<file path="src/rtl/rxfer_pkg.sv">
// rtl/rxfer_pkg.sv - shared types and constants for the register-transfer FSM
//
// Purpose : state encoding, transfer-class opcode/subop constants and
//           select-code helpers used by rxfer_fsm.
// Contents: state_e, OPC_XFER, SUBOP_MOV, SUBOP_SWAP, SEL_NONE, reg_code().
package rxfer_pkg;

  typedef enum logic [2:0] {
    ST_IDLE   = 3'd0,
    ST_DECODE = 3'd1,
    ST_XFER   = 3'd2,
    ST_PCINC  = 3'd3,
    ST_DONE   = 3'd4
  } state_e;

  // Default transfer-class opcode and the two legal subops.
  localparam logic [3:0] OPC_XFER   = 4'b0100;
  localparam logic [3:0] SUBOP_MOV  = 4'b0000;
  localparam logic [3:0] SUBOP_SWAP = 4'b0001;

  // Select code 0 means "no register on the bus".
  localparam int SEL_NONE = 0;

  // Register Rk is addressed on the bus by code k+1; the temp register
  // code (NREG+1) depends on NREG and is formed in the FSM itself.
  function automatic int reg_code(input int idx);
    return idx + 1;
  endfunction

endpackage

</file>
<file path="src/rtl/rxfer_win_ctr.sv">
// rtl/rxfer_win_ctr.sv - bus hold window down-counter with last-cycle flag
//
// Purpose: times one transfer step. A load sets the count to BUS_CYC-1; each
//          enabled cycle decrements it; last_o is high while the count is 0,
//          i.e. on the final cycle of the hold window.
// Ports  : clk, rst   - clock, synchronous active-high reset
//          load_i     - start a new window (has priority over en_i)
//          en_i       - count down one cycle (saturates at 0)
//          cnt_o      - current count
//          last_o     - current cycle is the last of the window
module rxfer_win_ctr #(
  parameter int BUS_CYC = 1,
  parameter int CNT_W   = 1
) (
  input  logic             clk,
  input  logic             rst,
  input  logic             load_i,
  input  logic             en_i,
  output logic [CNT_W-1:0] cnt_o,
  output logic             last_o
);

  logic [CNT_W-1:0] cnt_q;
  logic [CNT_W-1:0] cnt_d;

  always_comb begin
    cnt_d = cnt_q;
    if (load_i) begin
      cnt_d = CNT_W'(BUS_CYC - 1);
    end else if (en_i && (cnt_q != '0)) begin
      cnt_d = cnt_q - CNT_W'(1);
    end
  end

  always_ff @(posedge clk) begin
    if (rst) begin
      cnt_q <= '0;
    end else begin
      cnt_q <= cnt_d;
    end
  end

  assign cnt_o  = cnt_q;
  assign last_o = (cnt_q == '0);

endmodule

</file>
<file path="src/rtl/rxfer_fsm.sv">
// rtl/rxfer_fsm.sv - register-transfer control FSM (MOV / SWAP) for the execute stage
//
// Purpose: decodes a transfer-class instruction and sequences register-bus
//          source/destination select codes, holding each step on the bus for
//          BUS_CYC cycles, then issues one pcInc pulse and one done pulse.
// Ports  : clk, rst      - clock, synchronous active-high reset
//          start         - begin executing instruction (sampled only in IDLE)
//          instruction   - [15:12] opcode, [11:8] subop, [7:4] dst, [3:0] src
//          busy          - instruction in flight (DECODE..DONE)
//          done          - one-cycle retire pulse
//          err           - illegal instruction, held until next accepted start
//          rxOut         - bus source select code
//          rxIn          - bus destination latch-enable code
//          pcInc         - one-cycle PC increment pulse
module rxfer_fsm
  import rxfer_pkg::*;
#(
  parameter int         INSTR_W = 16,
  parameter int         NREG    = 16,
  parameter int         RI_W    = 4,
  parameter int         BUS_CYC = 1,
  parameter logic [3:0] OPC     = OPC_XFER,
  localparam int        SEL_W   = $clog2(NREG + 2)
) (
  input  logic               clk,
  input  logic               rst,
  input  logic               start,
  input  logic [INSTR_W-1:0] instruction,
  output logic               busy,
  output logic               done,
  output logic               err,
  output logic [SEL_W-1:0]   rxOut,
  output logic [SEL_W-1:0]   rxIn,
  output logic               pcInc
);

  localparam int               CNT_W  = (BUS_CYC > 1) ? $clog2(BUS_CYC) : 1;
  localparam logic [SEL_W-1:0] SEL_Z  = SEL_W'(SEL_NONE);
  localparam logic [SEL_W-1:0] T_CODE = SEL_W'(NREG + 1);

  state_e               state_q, state_d;
  logic [INSTR_W-1:0]   instr_q, instr_d;
  logic [1:0]           step_q,  step_d;
  logic                 err_q,   err_d;
  logic                 busy_q,  busy_d;
  logic                 done_q,  done_d;
  logic                 pcinc_q, pcinc_d;
  logic [SEL_W-1:0]     rxout_q, rxout_d;
  logic [SEL_W-1:0]     rxin_q,  rxin_d;

  logic                 ctr_load;
  logic                 ctr_en;
  logic [CNT_W-1:0]     ctr_cnt;
  logic                 ctr_last;

  // Decode of the latched instruction.
  logic [3:0]           f_opc;
  logic [3:0]           f_sub;
  logic [RI_W-1:0]      f_dst;
  logic [RI_W-1:0]      f_src;
  logic                 dec_ill;
  logic                 dec_swap;
  logic [1:0]           dec_steps;
  logic [SEL_W-1:0]     code_src;
  logic [SEL_W-1:0]     code_dst;

  // Step selection for the next cycle's bus codes.
  logic [1:0]           sidx;
  logic                 drive_bus;
  logic                 strobe_in;
  logic [2*SEL_W-1:0]   sel;

  assign f_opc = instr_q[15:12];
  assign f_sub = instr_q[11:8];
  assign f_dst = instr_q[4 +: RI_W];
  assign f_src = instr_q[0 +: RI_W];

  always_comb begin
    dec_ill  = (f_opc != OPC)
             || ((f_sub != SUBOP_MOV) && (f_sub != SUBOP_SWAP))
             || (int'(f_dst) >= NREG)
             || (int'(f_src) >= NREG);
    dec_swap = (f_sub == SUBOP_SWAP);
    code_src = SEL_W'(reg_code(int'(f_src)));
    code_dst = SEL_W'(reg_code(int'(f_dst)));
    // Self-transfers are architectural no-ops: skip the bus entirely.
    if (dec_ill || (f_src == f_dst)) begin
      dec_steps = 2'd0;
    end else if (dec_swap) begin
      dec_steps = 2'd3;
    end else begin
      dec_steps = 2'd1;
    end
  end

  // Step table, returns {source code, destination code}.
  // SWAP goes through T: T<-Rsrc, Rsrc<-Rdst, Rdst<-T.
  function automatic logic [2*SEL_W-1:0] step_sel(
    input logic             swap,
    input logic [1:0]       idx,
    input logic [SEL_W-1:0] cs,
    input logic [SEL_W-1:0] cd
  );
    logic [2*SEL_W-1:0] r;
    if (!swap) begin
      r = {cs, cd};
    end else begin
      case (idx)
        2'd0:    r = {cs, T_CODE};
        2'd1:    r = {cd, cs};
        default: r = {T_CODE, cd};
      endcase
    end
    return r;
  endfunction

  rxfer_win_ctr #(
    .BUS_CYC (BUS_CYC),
    .CNT_W   (CNT_W)
  ) u_win_ctr (
    .clk    (clk),
    .rst    (rst),
    .load_i (ctr_load),
    .en_i   (ctr_en),
    .cnt_o  (ctr_cnt),
    .last_o (ctr_last)
  );

  // Next-state and next-output logic. Outputs are registered, so every
  // branch describes what the bus must show in the cycle after this edge.
  always_comb begin
    state_d   = state_q;
    instr_d   = instr_q;
    step_d    = step_q;
    err_d     = err_q;
    busy_d    = busy_q;
    done_d    = 1'b0;
    pcinc_d   = 1'b0;
    rxout_d   = SEL_Z;
    rxin_d    = SEL_Z;
    ctr_load  = 1'b0;
    ctr_en    = 1'b0;
    sidx      = step_q;
    drive_bus = 1'b0;
    strobe_in = 1'b0;

    case (state_q)
      ST_IDLE: begin
        if (start) begin
          instr_d = instruction;
          err_d   = 1'b0;
          busy_d  = 1'b1;
          step_d  = 2'd0;
          state_d = ST_DECODE;
        end
      end

      ST_DECODE: begin
        err_d  = dec_ill;
        step_d = 2'd0;
        if (dec_steps != 2'd0) begin
          state_d   = ST_XFER;
          ctr_load  = 1'b1;
          sidx      = 2'd0;
          drive_bus = 1'b1;
          strobe_in = (BUS_CYC == 1);
        end else begin
          state_d = ST_PCINC;
          pcinc_d = 1'b1;
        end
      end

      ST_XFER: begin
        if (ctr_last) begin
          if (step_q == (dec_steps - 2'd1)) begin
            state_d = ST_PCINC;
            pcinc_d = 1'b1;
          end else begin
            step_d    = step_q + 2'd1;
            sidx      = step_q + 2'd1;
            ctr_load  = 1'b1;
            drive_bus = 1'b1;
            strobe_in = (BUS_CYC == 1);
          end
        end else begin
          // Still inside the window; the destination strobe goes out on the
          // cycle where the count will have reached 0.
          ctr_en    = 1'b1;
          drive_bus = 1'b1;
          strobe_in = (ctr_cnt == CNT_W'(1));
        end
      end

      ST_PCINC: begin
        state_d = ST_DONE;
        done_d  = 1'b1;
      end

      ST_DONE: begin
        state_d = ST_IDLE;
        busy_d  = 1'b0;
      end

      default: begin
        state_d = ST_IDLE;
        busy_d  = 1'b0;
      end
    endcase

    sel = step_sel(dec_swap, sidx, code_src, code_dst);
    if (drive_bus) begin
      rxout_d = sel[2*SEL_W-1:SEL_W];
      if (strobe_in) begin
        rxin_d = sel[SEL_W-1:0];
      end
    end
  end

  always_ff @(posedge clk) begin
    if (rst) begin
      state_q <= ST_IDLE;
      instr_q <= '0;
      step_q  <= 2'd0;
      err_q   <= 1'b0;
      busy_q  <= 1'b0;
      done_q  <= 1'b0;
      pcinc_q <= 1'b0;
      rxout_q <= SEL_Z;
      rxin_q  <= SEL_Z;
    end else begin
      state_q <= state_d;
      instr_q <= instr_d;
      step_q  <= step_d;
      err_q   <= err_d;
      busy_q  <= busy_d;
      done_q  <= done_d;
      pcinc_q <= pcinc_d;
      rxout_q <= rxout_d;
      rxin_q  <= rxin_d;
    end
  end

  assign busy  = busy_q;
  assign done  = done_q;
  assign err   = err_q;
  assign pcInc = pcinc_q;
  assign rxOut = rxout_q;
  assign rxIn  = rxin_q;

endmodule

</file>
<file path="config.mk">
export PLATFORM = sky130hd
export DESIGN_NAME = rxfer_fsm
export DESIGN_NICKNAME = d
export VERILOG_FILES = /design/src/rtl/rxfer_pkg.sv /design/src/rtl/rxfer_win_ctr.sv /design/src/rtl/rxfer_fsm.sv
export SDC_FILE = /design/constraint.sdc
export NUM_CORES = 1
export LEC_CHECK = 0
export CAP_MARGIN = 0
export CELL_PAD_IN_SITES_DETAIL_PLACEMENT = 0
export CELL_PAD_IN_SITES_GLOBAL_PLACEMENT = 2
export CORE_UTILIZATION = 32
export DETAILED_ROUTE_END_ITERATION = 8
export PLACE_DENSITY = 0.82
export SLEW_MARGIN = 20
export SYNTH_ARGS = -nofsm -noshare
export SYNTH_HDL_FRONTEND = slang
export SYNTH_SLANG_ARGS = --single-unit
</file>
<file path="constraint.sdc">
create_clock -name clk -period 4 [get_ports clk]
set_input_delay 0.8 -clock clk [delete_from_list [all_inputs] [get_ports clk]]
set_output_delay 0.8 -clock clk [all_outputs]
set_load 0.05 [all_outputs]
</file>
==> After elaboration in Yosys (flattened, before gate mapping) <==
Index checks and enable logic that the tools add are counted.
{ "totals": {"regBits": 36, "input_bits": 19, "wordCells": 79} }
{ "classes": {"reduce_logical": 18, "eq_ne": 12, "bitwise": 2, "n_addsub": 5, "n_mux": 32} }
{ "ops": {"columns": ["operator", "count"], "rows": [
  ["$pmux 10 s2", 1],
  ["$mux 1", 13],
  ["$mux 2", 6],
  ["$pmux 3 s4", 1],
  ["$add 4x1->5 const B", 2],
  ["$mux 10", 1],
  ["$pmux 1 s2", 5],
  ["$mux 3", 3],
  ["$reduce_and 2->1", 4],
  ["$eq 3x2->1 const B", 2],
  ["$ne 2x2->1 const B", 3],
  ["$pmux 2 s3", 1],
  ["$eq 4x1->1 const B", 1],
  ["$eq 4x4->1", 1],
  ["$ne 4x1->1 const B", 1],
  ["$ne 4x3->1 const B", 1],
  ["$pmux 2 s2", 1],
  ["$reduce_bool 2->1", 2],
  ["$reduce_bool 4->1", 1],
  ["$reduce_or 2->1", 2],
  ["$eq 3x1->1 const B", 1],
  ["$logic_not 3->1", 1],
  ["$reduce_and 3->1", 1],
  ["$reduce_bool 3->1", 1],
  ["10 further kinds", 13]
]} }

==> Depth between registers and ports, before layout <==
Gate-level depths: netlist of the first run.
{ "depth": {"word_depth": 13, "ltp_mapped": 8} }

==> Hierarchy <==
From an unflattened synthesis of the first run, not the netlist that was laid out.
{ "hier_totals": {"cells_unflattened": 225, "area_unflattened_um2": 1884.3} }
{ "modules_own_cells": {"columns": ["mod", "seq_area_each_um2", "cells_each", "area_per_inst_um2", "instances"], "rows": [
  ["rxfer_fsm", 700.7, 222, 1845.5, 1],
  ["rxfer_win_ctr", 20.0, 3, 38.8, 1]
]} }

==> Worst setup path before layout of the first run <==
OpenSTA, ideal clock, no wires.
{ "synth_timing": {"kind": "register to register", "start": "reg instr_q[9]", "end": "reg rxout_q[4], in the netlist rxOut[4]", "path_buffers": 0, "path_stages_with_launch": 7, "t_arrival_ns": 1.837, "t_required_ns": 3.914, "setup_slack_ns": 2.076, "path_cell_list": "dfxtp_1 > nor4b_4 > mux2i_1 > a211oi_2 > o211a_1 > nand2b_4 > a221oi_2"} }
{ "synth_between": {"elab_chain_cells": 13, "elab_cells_between_ends": 25, "classes_between": "add/sub: 1; eq/ne: 4; mux: 12; bitwise: 1; reduce/logical: 7"} }
{ "synth_lines": {"columns": ["element", "line", "rtl"], "rows": [
  ["from (decl)", "rxfer_fsm.sv:42", "logic [INSTR_W-1:0] instr_q, instr_d;"],
  ["from (signal assigned)", "rxfer_fsm.sv:232", "instr_q <= instr_d;"],
  ["$ne 4x1->1 / $reduce_bool 4->1 (equally long branches)", "rxfer_fsm.sv:80", "|| ((f_sub != SUBOP_MOV) && (f_sub != SUBOP_SWAP))"],
  ["$logic_and 1x1->1", "rxfer_fsm.sv:80", null],
  ["$logic_or 1x1->1", "rxfer_fsm.sv:80", null],
  ["$logic_or 1x1->1", "rxfer_fsm.sv:87", "if (dec_ill || (f_src == f_dst)) begin"],
  ["$mux 2", "rxfer_fsm.sv:87", null],
  ["$sub 2x1->2", "rxfer_fsm.sv:175", "if (step_q == (dec_steps - 2'd1)) begin"],
  ["$eq 2x2->1", "rxfer_fsm.sv:175", null],
  ["$mux 2", null, null],
  ["$mux 2", "rxfer_fsm.sv:174", "if (ctr_last) begin"],
  ["$pmux 2 s2", "rxfer_fsm.sv:147", "case (state_q)"],
  ["$eq 2x1->1 / $logic_not 2->1 (equally long branches)", "rxfer_fsm.sv:108", "case (idx)"],
  ["$pmux 10 s2", "rxfer_fsm.sv:108", null],
  ["$mux 10", "rxfer_fsm.sv:105", "if (!swap) begin"],
  ["to (signal assigned)", "rxfer_fsm.sv:238", "rxout_q <= rxout_d;"],
  ["to (decl)", "rxfer_fsm.sv:48", "logic [SEL_W-1:0] rxout_q, rxout_d;"]
]} }
Several ways; a longest one is shown, not always the timed one.
A chain may end at the register's enable or synchronous reset.

==> Worst setup path after layout of the first run <==
{ "layout_timing": {"start": "reg busy_q, in the netlist busy", "end": "out busy"} }
{ "layout_rtl": {"columns": ["element", "line", "rtl"], "rows": [
  ["from (decl)", "rxfer_fsm.sv:45", "logic busy_q, busy_d;"],
  ["from (signal assigned)", "rxfer_fsm.sv:235", "busy_q <= busy_d;"],
  ["to (decl)", "rxfer_fsm.sv:29", "output logic busy,"]
]} }
No word-level cell between the ends.

==> impl_metrics.tcl, run 1 <==
set metrics [dict create \
    dpl-instance-area_mm2 0.00212 \
    cp_max_fo 2 \
    hp-class "reg -> reg" \
    ios 33 \
    layout.cells.non_filler 307 \
    cts-resized-gates 0 \
    cp_num_cells 1 \
    cts_made_buffers 5 \
    clockBufferDepth 2 \
    syn_area_mm2 0.00174 \
    critical_path.endpoint_type "output port" \
    clk_pin_slew_worst_paths_ns 0.07 \
    cts_setup_buffers 0 \
    cap_violations 0 \
    synth_most_common_cell "nand2_1" \
    drtIter0Drc 72 \
    post_route_cells_drive_above_1_share 0.0802 \
    fin_setup_tns_ns 0 \
    irDropWorstVdd_v 0.000170 \
    rr_startpoint "instr_q[9]" \
    grt_max_degree 24 \
    syn_inst 205 \
    drv_slew 0 \
    fin_skew_ns 0.00532 \
    dp_hpwl_mm 2.76 \
    clock_sinks 36 \
    min_period_over_period 0.561 \
    crit_required_ns 3.20 \
    synth_nets 226 \
    rr_worst_depth 6 \
    chipWidth_um 75.8 \
    worst_setup_path_start_kind "flip-flop" \
    grt_pass1_vias 1373 \
    syn_to_final_growth_pct 26.2 \
    critPathLaunch "busy" \
    fin_crit_ns 2.24 \
    coreArea_mm2 0.00517 \
    synth-edff-count 0 \
    clk_latency_ns 0.29 \
    reg2reg_slack_ns 1.78 \
    gp_congestion 0.787 \
    antenna_found_initial 0 \
    drc 0 \
    critPathArrivalTime_ns 1.44 \
    via_per_inst 4.93 \
    ys_ff_latch 36 \
    die-height_um 75.8 \
    rr_endpoint "rxOut[4]" \
    criticalPathCategory "reg -> out" \
    cp_cell_sequence "clkdlybuf4s50_1" \
    first_pass_iters 4 \
    max_stage_delay_ns 0.81 \
    htreeDepth 2 \
    status "finished, final reports clean" \
    rows 26 \
    critPathSlowestCell "clkdlybuf4s50_1" \
    port_buffers 32 \
    diodes 0 \
    power_uw 868 \
    routedWlPerCell_um 12.5 \
    leakagePower_uw 0.000760 \
    dp_cells 300 \
    synth_top_area_cell "dfxtp_1" \
    synth.avg_cell_area_um2 8.51 \
    gr-total-overflow 0 \
    ys_async_sr_fraction 0 \
    path_buf_inv 1 \
    ant_nets 0 \
    worstMarginPinSlew_ns 0.563 \
    synthFlopType "dfxtp_1" \
    p_per_area_mw_per_mm2 395 \
    nNetsFinal 258 \
    synthTopCellsByArea "dfxtp_1, nand2_1, a21oi_1" \
    rsz0062_at_grt "false" \
    hold_viol 0 \
    synth_seq_area_share 0.413 \
    start_util 0.337 \
    dr_total_vias 1512 \
    max_freq_mhz 446 \
    fp.dieArea_mm2 0.00575 \
    cts_tree "yes" \
    critical-path-top-delay-family "buffers and inverters" \
    synth_common_cells "nand2_1, dfxtp_1, a21oi_1, nand3_1, nor2_1" \
    setup_viol 0 \
    cts-root-buf "clkbuf_8" \
    final_cell_area_mm2 0.00220 \
    worstSetupEndpoint "busy" \
    cts_hold_buf 0 \
    ys_warn_count 0 \
    drt-total-wl_mm 3.84 \
    synth_top_area_share 0.413 \
    min_from "instr_q[14]" \
    track_usage 0.158 \
    slew_headroom 0.624 \
    grt_pass1_wl_mm 6.69 \
    synth_cell_types 47 \
    fill_cells 532 \
]
report_power, final:
group	switching (uW)	leakage, uW	internal [uW]	total, uW
sequential	33.9	0.000294	384	417
combinational	122	0.000426	87.9	210
clock	123	0.0000410	118	241
cell usage in the layout, fill, tap and decap left out, drive strengths merged, types with 3 or more instances in the layout:
master and instances:
a211oi 3, clkbuf 6, nor4b 3, nand3b 3
nor3 6, nand3 12, xor2 6, nand2b 3
nand2 40, a221oi 4, dfxtp 36, inv 3
nor3b 3, and3 4, or2 3, a21oi 25
nor2 10, clkdlybuf4s50 32, o21ai 9
metal layers:
layer  wire length (um)  up-vias  global-route usage
met5                  0        -                   0
met4                 53        0              0.0679
met2               1580       42               0.220
li1                   -      790                   -
met1               2030      675               0.225
met3                180        5              0.0450
worst min-delay path: cells and delay by family, from the launching register on:
family / cells / cell delay, ns
AO/OA/AOI/OAI: 1 / 0.05
AND/OR/NAND/NOR: 1 / 0.05
flip-flops: 1 / 0.31
state kept, by name, indices dropped and copies added, names as in the netlist:
| signal | cells |
|---|---|
| done | 1 |
| err | 1 |
| busy | 1 |
| step_q | 2 |
| pcInc | 1 |
| u_win_ctr.cnt_o | 1 |
| instr_q | 16 |
| rxIn | 5 |
| state_q | 3 |
| rxOut | 5 |
per-stage QoR:
| stage | worst slack [ns] | hold WS (ns) | utilization |
|---|---|---|---|
| floorplan | 2.08 | 0.437 | - |
| global placement | 1.68 | 0.443 | 0.410 |
| detailed placement | 1.67 | 0.451 | 0.410 |
| CTS | 1.74 | 0.461 | 0.425 |
| global route | 1.57 | 0.494 | 0.425 |
| finish | 1.76 | 0.459 | 0.425 |
cell families after synthesis:
family	after synthesis	share of synthesized area
flip-flops	36	0.413
buffers and inverters	12	0.0316
AO/OA/AOI/OAI	53	0.198
AND/OR/NAND/NOR	93	0.297
adder cells (fa/ha/maj)	2	0.0143
XOR/XNOR	8	0.0402
multiplexers	1	0.00574
area by class of cell:
type / instances / area (um2) / area share
inverter: 3 / 11.3 / 0.00512
sequential: 36 / 721 / 0.327
multi-input combinational: 157 / 968 / 0.440
timing repair buffer: 34 / 335 / 0.152
clock buffer: 6 / 72.6 / 0.0330
tap: 70 / 87.6 / 0.0398
clock inverter: 1 / 5.00 / 0.00227
worst min path at each step:
stage | slack [ns] | cells past startpoint | to
after detailed placement | 0.45 | 2 | instr_q[14]
after global placement | 0.44 | 2 | instr_q[14]
after floorplan | 0.44 | 2 | instr_q[14]
after CTS | 0.46 | 2 | instr_q[14]
final | 0.46 | 2 | instr_q[14]
after global routing | 0.49 | 2 | instr_q[14]
(Power assumes the default switching activity.)
==> run 2: changes to the inputs <==
--- a/config.mk
+++ b/config.mk
@@ -8,9 +8,9 @@
 export CAP_MARGIN = 0
 export CELL_PAD_IN_SITES_DETAIL_PLACEMENT = 0
 export CELL_PAD_IN_SITES_GLOBAL_PLACEMENT = 2
-export CORE_UTILIZATION = 32
+export CORE_UTILIZATION = 27
 export DETAILED_ROUTE_END_ITERATION = 8
-export PLACE_DENSITY = 0.82
+export PLACE_DENSITY = 0.74
 export SLEW_MARGIN = 20
 export SYNTH_ARGS = -nofsm -noshare
 export SYNTH_HDL_FRONTEND = slang
==> constraint.sdc (replaced) <==
create_clock -name clk -period 2 [get_ports clk]
set_input_delay 0.4 -clock clk [delete_from_list [all_inputs] [get_ports clk]]
set_output_delay 0.4 -clock clk [all_outputs]
set_load 0.05 [all_outputs]
==> run 2 against run 1 <==
Against the previous run:
- global-route usage is 1.9 points lower
- combinational power grew to 2.7 times the previous value
- final area increased by 13%
- utilization shrank 1.3 points
- register-to-register slack got worse by 1.7 ns
- via count is 8.2% higher
- sequential power is 95% higher
- worst hold slack gained 0.010 ns
- non-clock buffer count up 32
- power is 120% higher
- largest cell class unchanged
==> impl_metrics.tcl, run 2 (synthesis gave the netlist of run 1 again) <==
set metrics [dict create \
    status "finished, final reports clean" \
    cap_violations 0 \
    ant_nets 0 \
    clk_latency_ns 0.29 \
    post-place-ws_ns 0.0436 \
    final_common_cell "nand2_1" \
    p_per_area_mw_per_mm2 757 \
    holdWs_ns 0.469 \
    use_met3 0.0363 \
    dp_hpwl_mm 3.20 \
    critPathArrivalTime_ns 2.12 \
    dr_total_vias 1636 \
    fin_util 0.412 \
    multiInputGateArea_mm2 0.00100 \
    fin_crit_ns 1.93 \
    setup_viol 0 \
    leakagePower_uw 0.000944 \
    gp_congestion 0.770 \
    sw_frac_of_total 0.322 \
    regArea_um2 722 \
    worstMarginPinSlew_ns 0.493 \
    clk_pin_slew_worst_paths_ns 0.07 \
    grt_max_degree 23 \
    grt_pass1_wl_mm 7.02 \
    post_route_cells_drive_above_1_share 0.219 \
    cp_max_fo 4 \
    die-height_um 82.4 \
    clock_sinks 36 \
    first_pass_iters 4 \
    rsz0062_at_grt "true" \
    hold_viol 0 \
    criticalPathCategory "reg -> reg" \
    diodes 0 \
    hp-class "reg -> reg" \
    cts-root-buf "clkbuf_8" \
    critical_path.endpoint_type "flip-flop" \
    cts_hold_buf 0 \
    fin_setup_tns_ns 0 \
    ios 33 \
    coreArea_mm2 0.00606 \
    p_int_uw 1280 \
    syn_to_final_growth_pct 43.2 \
    crit_required_ns 2.20 \
    min_period_over_period 0.963 \
    fin_skew_ns 0.00918 \
    irDropWorstVdd_v 0.000292 \
    grt_use_met1 0.184 \
    largest_reg_flops 16 \
    grt-busiest-layer "met2" \
    slew_headroom 0.670 \
    clockPowerShare 0.265 \
    chipWidth_um 82.4 \
    drv_slew 0 \
    max_freq_mhz 519 \
    drc 0 \
    port_buffers 32 \
    combPwrFrac 0.305 \
    grt_pass1_vias 1477 \
    nNetsFinal 290 \
    clockBufferDepth 2 \
    antenna_found_initial 0 \
    fp.dieArea_mm2 0.00679 \
    cts_tree "yes" \
    fill_cells 626 \
    gr-total-overflow 0 \
    drt-total-wl_mm 4.30 \
    seqPwrFrac 0.430 \
    drtIter0Drc 62 \
    rows 28 \
    layout_common_cells "nand2_1, dfxtp_1, buf_4" \
    met2_usage 0.217 \
    regMostFlops "instr_q" \
    worst_setup_path_start_kind "flip-flop" \
    power_uw 1890 \
    track_usage 0.139 \
    routedWlPerCell_um 12.5 \
    cts_made_buffers 5 \
    via_per_inst 4.76 \
    start_util 0.288 \
    finalWorstSetupSlack_ns 0.0737 \
    power.switching_uw 608 \
    htreeDepth 2 \
]
[run 2: repair_timing]
item | CTS | global route
setup buffers | 0 | 3
gates resized for setup | 0 | 9
setup endpoints to repair | 0 | 7
[run 2: final timing paths]
check / start / endpoint / slack, ns / depth (start not counted)
max reg2reg: instr_q[11] / rxOut[4] / 0.07 / 6
min: busy / busy / 0.47 / 1
min reg2reg: busy / busy / 0.47 / 1
max: instr_q[11] / rxOut[4] / 0.07 / 6
[run 2: power groups by stage]
stage / clock network [uW] / logic (uW) / registers (uW)
after floorplan: 0 / 276 / 871
after global placement: 0 / 554 / 827
after global routing: 545 / 631 / 819
final: 501 / 577 / 813
after detailed placement: 0 / 552 / 827
after CTS: 511 / 553 / 811
[run 2: metrics by stage]
| stage | std cells | area [um2] |
|---|---|---|
| 3_5_place_dp | 334 | 2360 |
| 6_report | 344 | 2500 |
| 3_3_place_gp | 334 | 2360 |
| 2_1_floorplan | 205 | 1740 |
| 4_1_cts | 341 | 2440 |
| 5_1_grt | 344 | 2500 |
[run 2: metal layers]
metal  vias up  share of wire
met3         6          0.036
met2        25           0.43
met5         -              0
met1       753           0.52
li1        852              -
met4         0          0.013
[run 2: area by class of cell]
type / instances / share of cell area
clock buffers: 6 / 0.0291
clock inverters: 1 / 0.00200
inverters: 3 / 0.00451
multi-input cells: 157 / 0.402
flip-flops and latches: 36 / 0.289
well taps: 75 / 0.0376
repair buffers: 66 / 0.235
[run 2: critical path, cell delays in order, from the launching register on]
cell	delay [ns]
dfxtp_2	0.35
nor4b_4	0.33
mux2i_2	0.34
a211oi_2	0.14
o211a_1	0.28
nand2b_4	0.16
a221oi_2	0.24
==> run 3: changes to the inputs <==
--- a/config.mk
+++ b/config.mk
@@ -11,6 +11,8 @@
 export CORE_UTILIZATION = 27
 export DETAILED_ROUTE_END_ITERATION = 8
 export PLACE_DENSITY = 0.74
+export SETUP_SLACK_MARGIN = 0.4
+export SKIP_LAST_GASP = 1
 export SLEW_MARGIN = 20
 export SYNTH_ARGS = -nofsm -noshare
 export SYNTH_HDL_FRONTEND = slang
==> run 3 against run 2 <==
Against the previous run:
- final area is 6.8% higher
- die area stayed put
- utilization is 2.8 points higher
- final cell count is 1.7% higher
- register-to-register slack better by 0.11 ns
- highest routed layer unchanged
- clock skew is 0.0038 ns lower
- clock power is 10% higher
==> impl_metrics.tcl, run 3 (synthesis gave the netlist of run 1 again) <==
set metrics [dict create \
    status "finished, final reports clean" \
    regMostFlops "instr_q" \
    dpl-instance-area_mm2 0.00239 \
    max_freq_mhz 551 \
    htreeDepth 2 \
    start_util 0.288 \
    via_per_inst 4.71 \
    layout.cells.non_filler 350 \
    critPathArrivalTime_ns 2.03 \
    rows 28 \
    largest_reg_flops 16 \
    clock_sinks 36 \
    worstMarginPinSlew_ns 0.491 \
    first_pass_iters 4 \
    reg2reg_slack_ns 0.19 \
    leakagePower_uw 0.00105 \
    drt-total-wl_mm 4.51 \
    ant_nets 0 \
    p_per_area_mw_per_mm2 749 \
    drtIter0Drc 62 \
    final_cell_area_mm2 0.00267 \
    cts_tree "yes" \
    max_stage_delay_ns 0.34 \
    critPathSlowestCell "dfxtp_2" \
    clockBufferDepth 2 \
    diodes 0 \
    fin_setup_tns_ns 0 \
    cts-root-buf "clkbuf_8" \
    final_common_cell "nand2_1" \
    syn_to_final_growth_pct 52.9 \
    track_usage 0.153 \
    grt_pass1_wl_mm 7.64 \
    fin_crit_ns 1.81 \
    port_buffers 32 \
    slew_headroom 0.674 \
    layout_common_cells "nand2_1, buf_4, dfxtp_1" \
    cap_violations 0 \
    fin_skew_ns 0.00533 \
    cts_hold_buf 0 \
    fp.dieArea_mm2 0.00679 \
    path_buf_inv 1 \
    drc 0 \
    dr_total_vias 1649 \
    critical-path-top-delay-family "compound AO/OA/AOI/OAI gates" \
    drv_slew 0 \
    die-height_um 82.4 \
    dp_hpwl_mm 3.24 \
    cts_made_buffers 5 \
    clk_latency_ns 0.30 \
    antenna_found_initial 0 \
    coreArea_mm2 0.00606 \
    dp_cells 336 \
    hp-class "reg -> reg" \
    rsz0062_at_grt "true" \
    gp_congestion 0.783 \
    routedWlPerCell_um 12.9 \
    holdWs_ns 0.471 \
    crit_required_ns 2.21 \
    worst_setup_path_start_kind "flip-flop" \
    chipWidth_um 82.4 \
    hold_viol 0 \
    setup_viol 0 \
    ios 33 \
    criticalPathCategory "reg -> reg" \
    cp_cell_sequence "xor2_2 -> nor4_4 -> buf_6 -> o21ai_2 -> o211a_1 -> nand2b_4 -> a221oi_2" \
    power_uw 2000 \
    grt_max_degree 23 \
    nNetsFinal 295 \
    clk_pin_slew_worst_paths_ns 0.08 \
    gr-total-overflow 0 \
    post_route_cells_drive_above_1_share 0.342 \
    grt_pass1_vias 1544 \
    critical_path.endpoint_type "flip-flop" \
    min_period_over_period 0.907 \
    cp_max_fo 6 \
    irDropWorstVdd_v 0.000311 \
]
==> run 3: worst min-delay path: stages, from the launching register on <==
cell	delay, ns
dfxtp_1	0.32
nand2_1	0.05
a21oi_1	0.05
==> run 3: power by group <==
group	switching, uW	leakage, uW	total, uW	internal, uW
Combinational	325	0.000705	624	299
Sequential	50.5	0.000298	821	771
Clock	271	0.0000445	551	280
Total	647	0.00105	2000	1350
==> run 3: layout make-up <==
cell class,count,area (um2)
fillers,635,3390
multi-input cells,157,1100
flip-flops and latches,36,736
repair buffers,71,634
well taps,75,93.8
clock buffers,7,86.3
inverters,3,11.3
clock inverters,1,7.51
==> run 3: path summary, 6_finish.rpt <==
kind	start	endpoint	cells past startpoint
setup / recovery	instr_q[2]	rxOut[4]	7
hold / removal	instr_q[14]	instr_q[14]	2
setup reg to reg	instr_q[2]	rxOut[4]	7
hold reg to reg	instr_q[14]	instr_q[14]	2
==> run 3: per-stage QoR <==
stage	util	worst slack, ns
final	0.440	0.185
after floorplan	-	0.119
after global placement	0.395	0.0998
after CTS	0.426	0.165
after detailed placement	0.395	0.0464
after global routing	0.440	0.0802
==> run 3: what timing repair did <==
| action | 4_1_cts | 5_1_grt |
|---|---|---|
| setup endpoints to repair | 28 | 36 |
| pin swaps | 9 | 8 |
| gates cloned | 0 | 0 |
| resized for setup | 34 | 27 |
| buffers inserted | 5 | 1 |
==> run 3: metal layers <==
layer  wire length (um)  global-route usage  up-vias  share of wire
met4                 74              0.0632        0          0.016
met2               1970               0.235       33           0.44
met5                  0                   0        -              0
li1                   -                   -      867              -
met3                185              0.0374        7          0.041
met1               2280               0.204      742           0.51
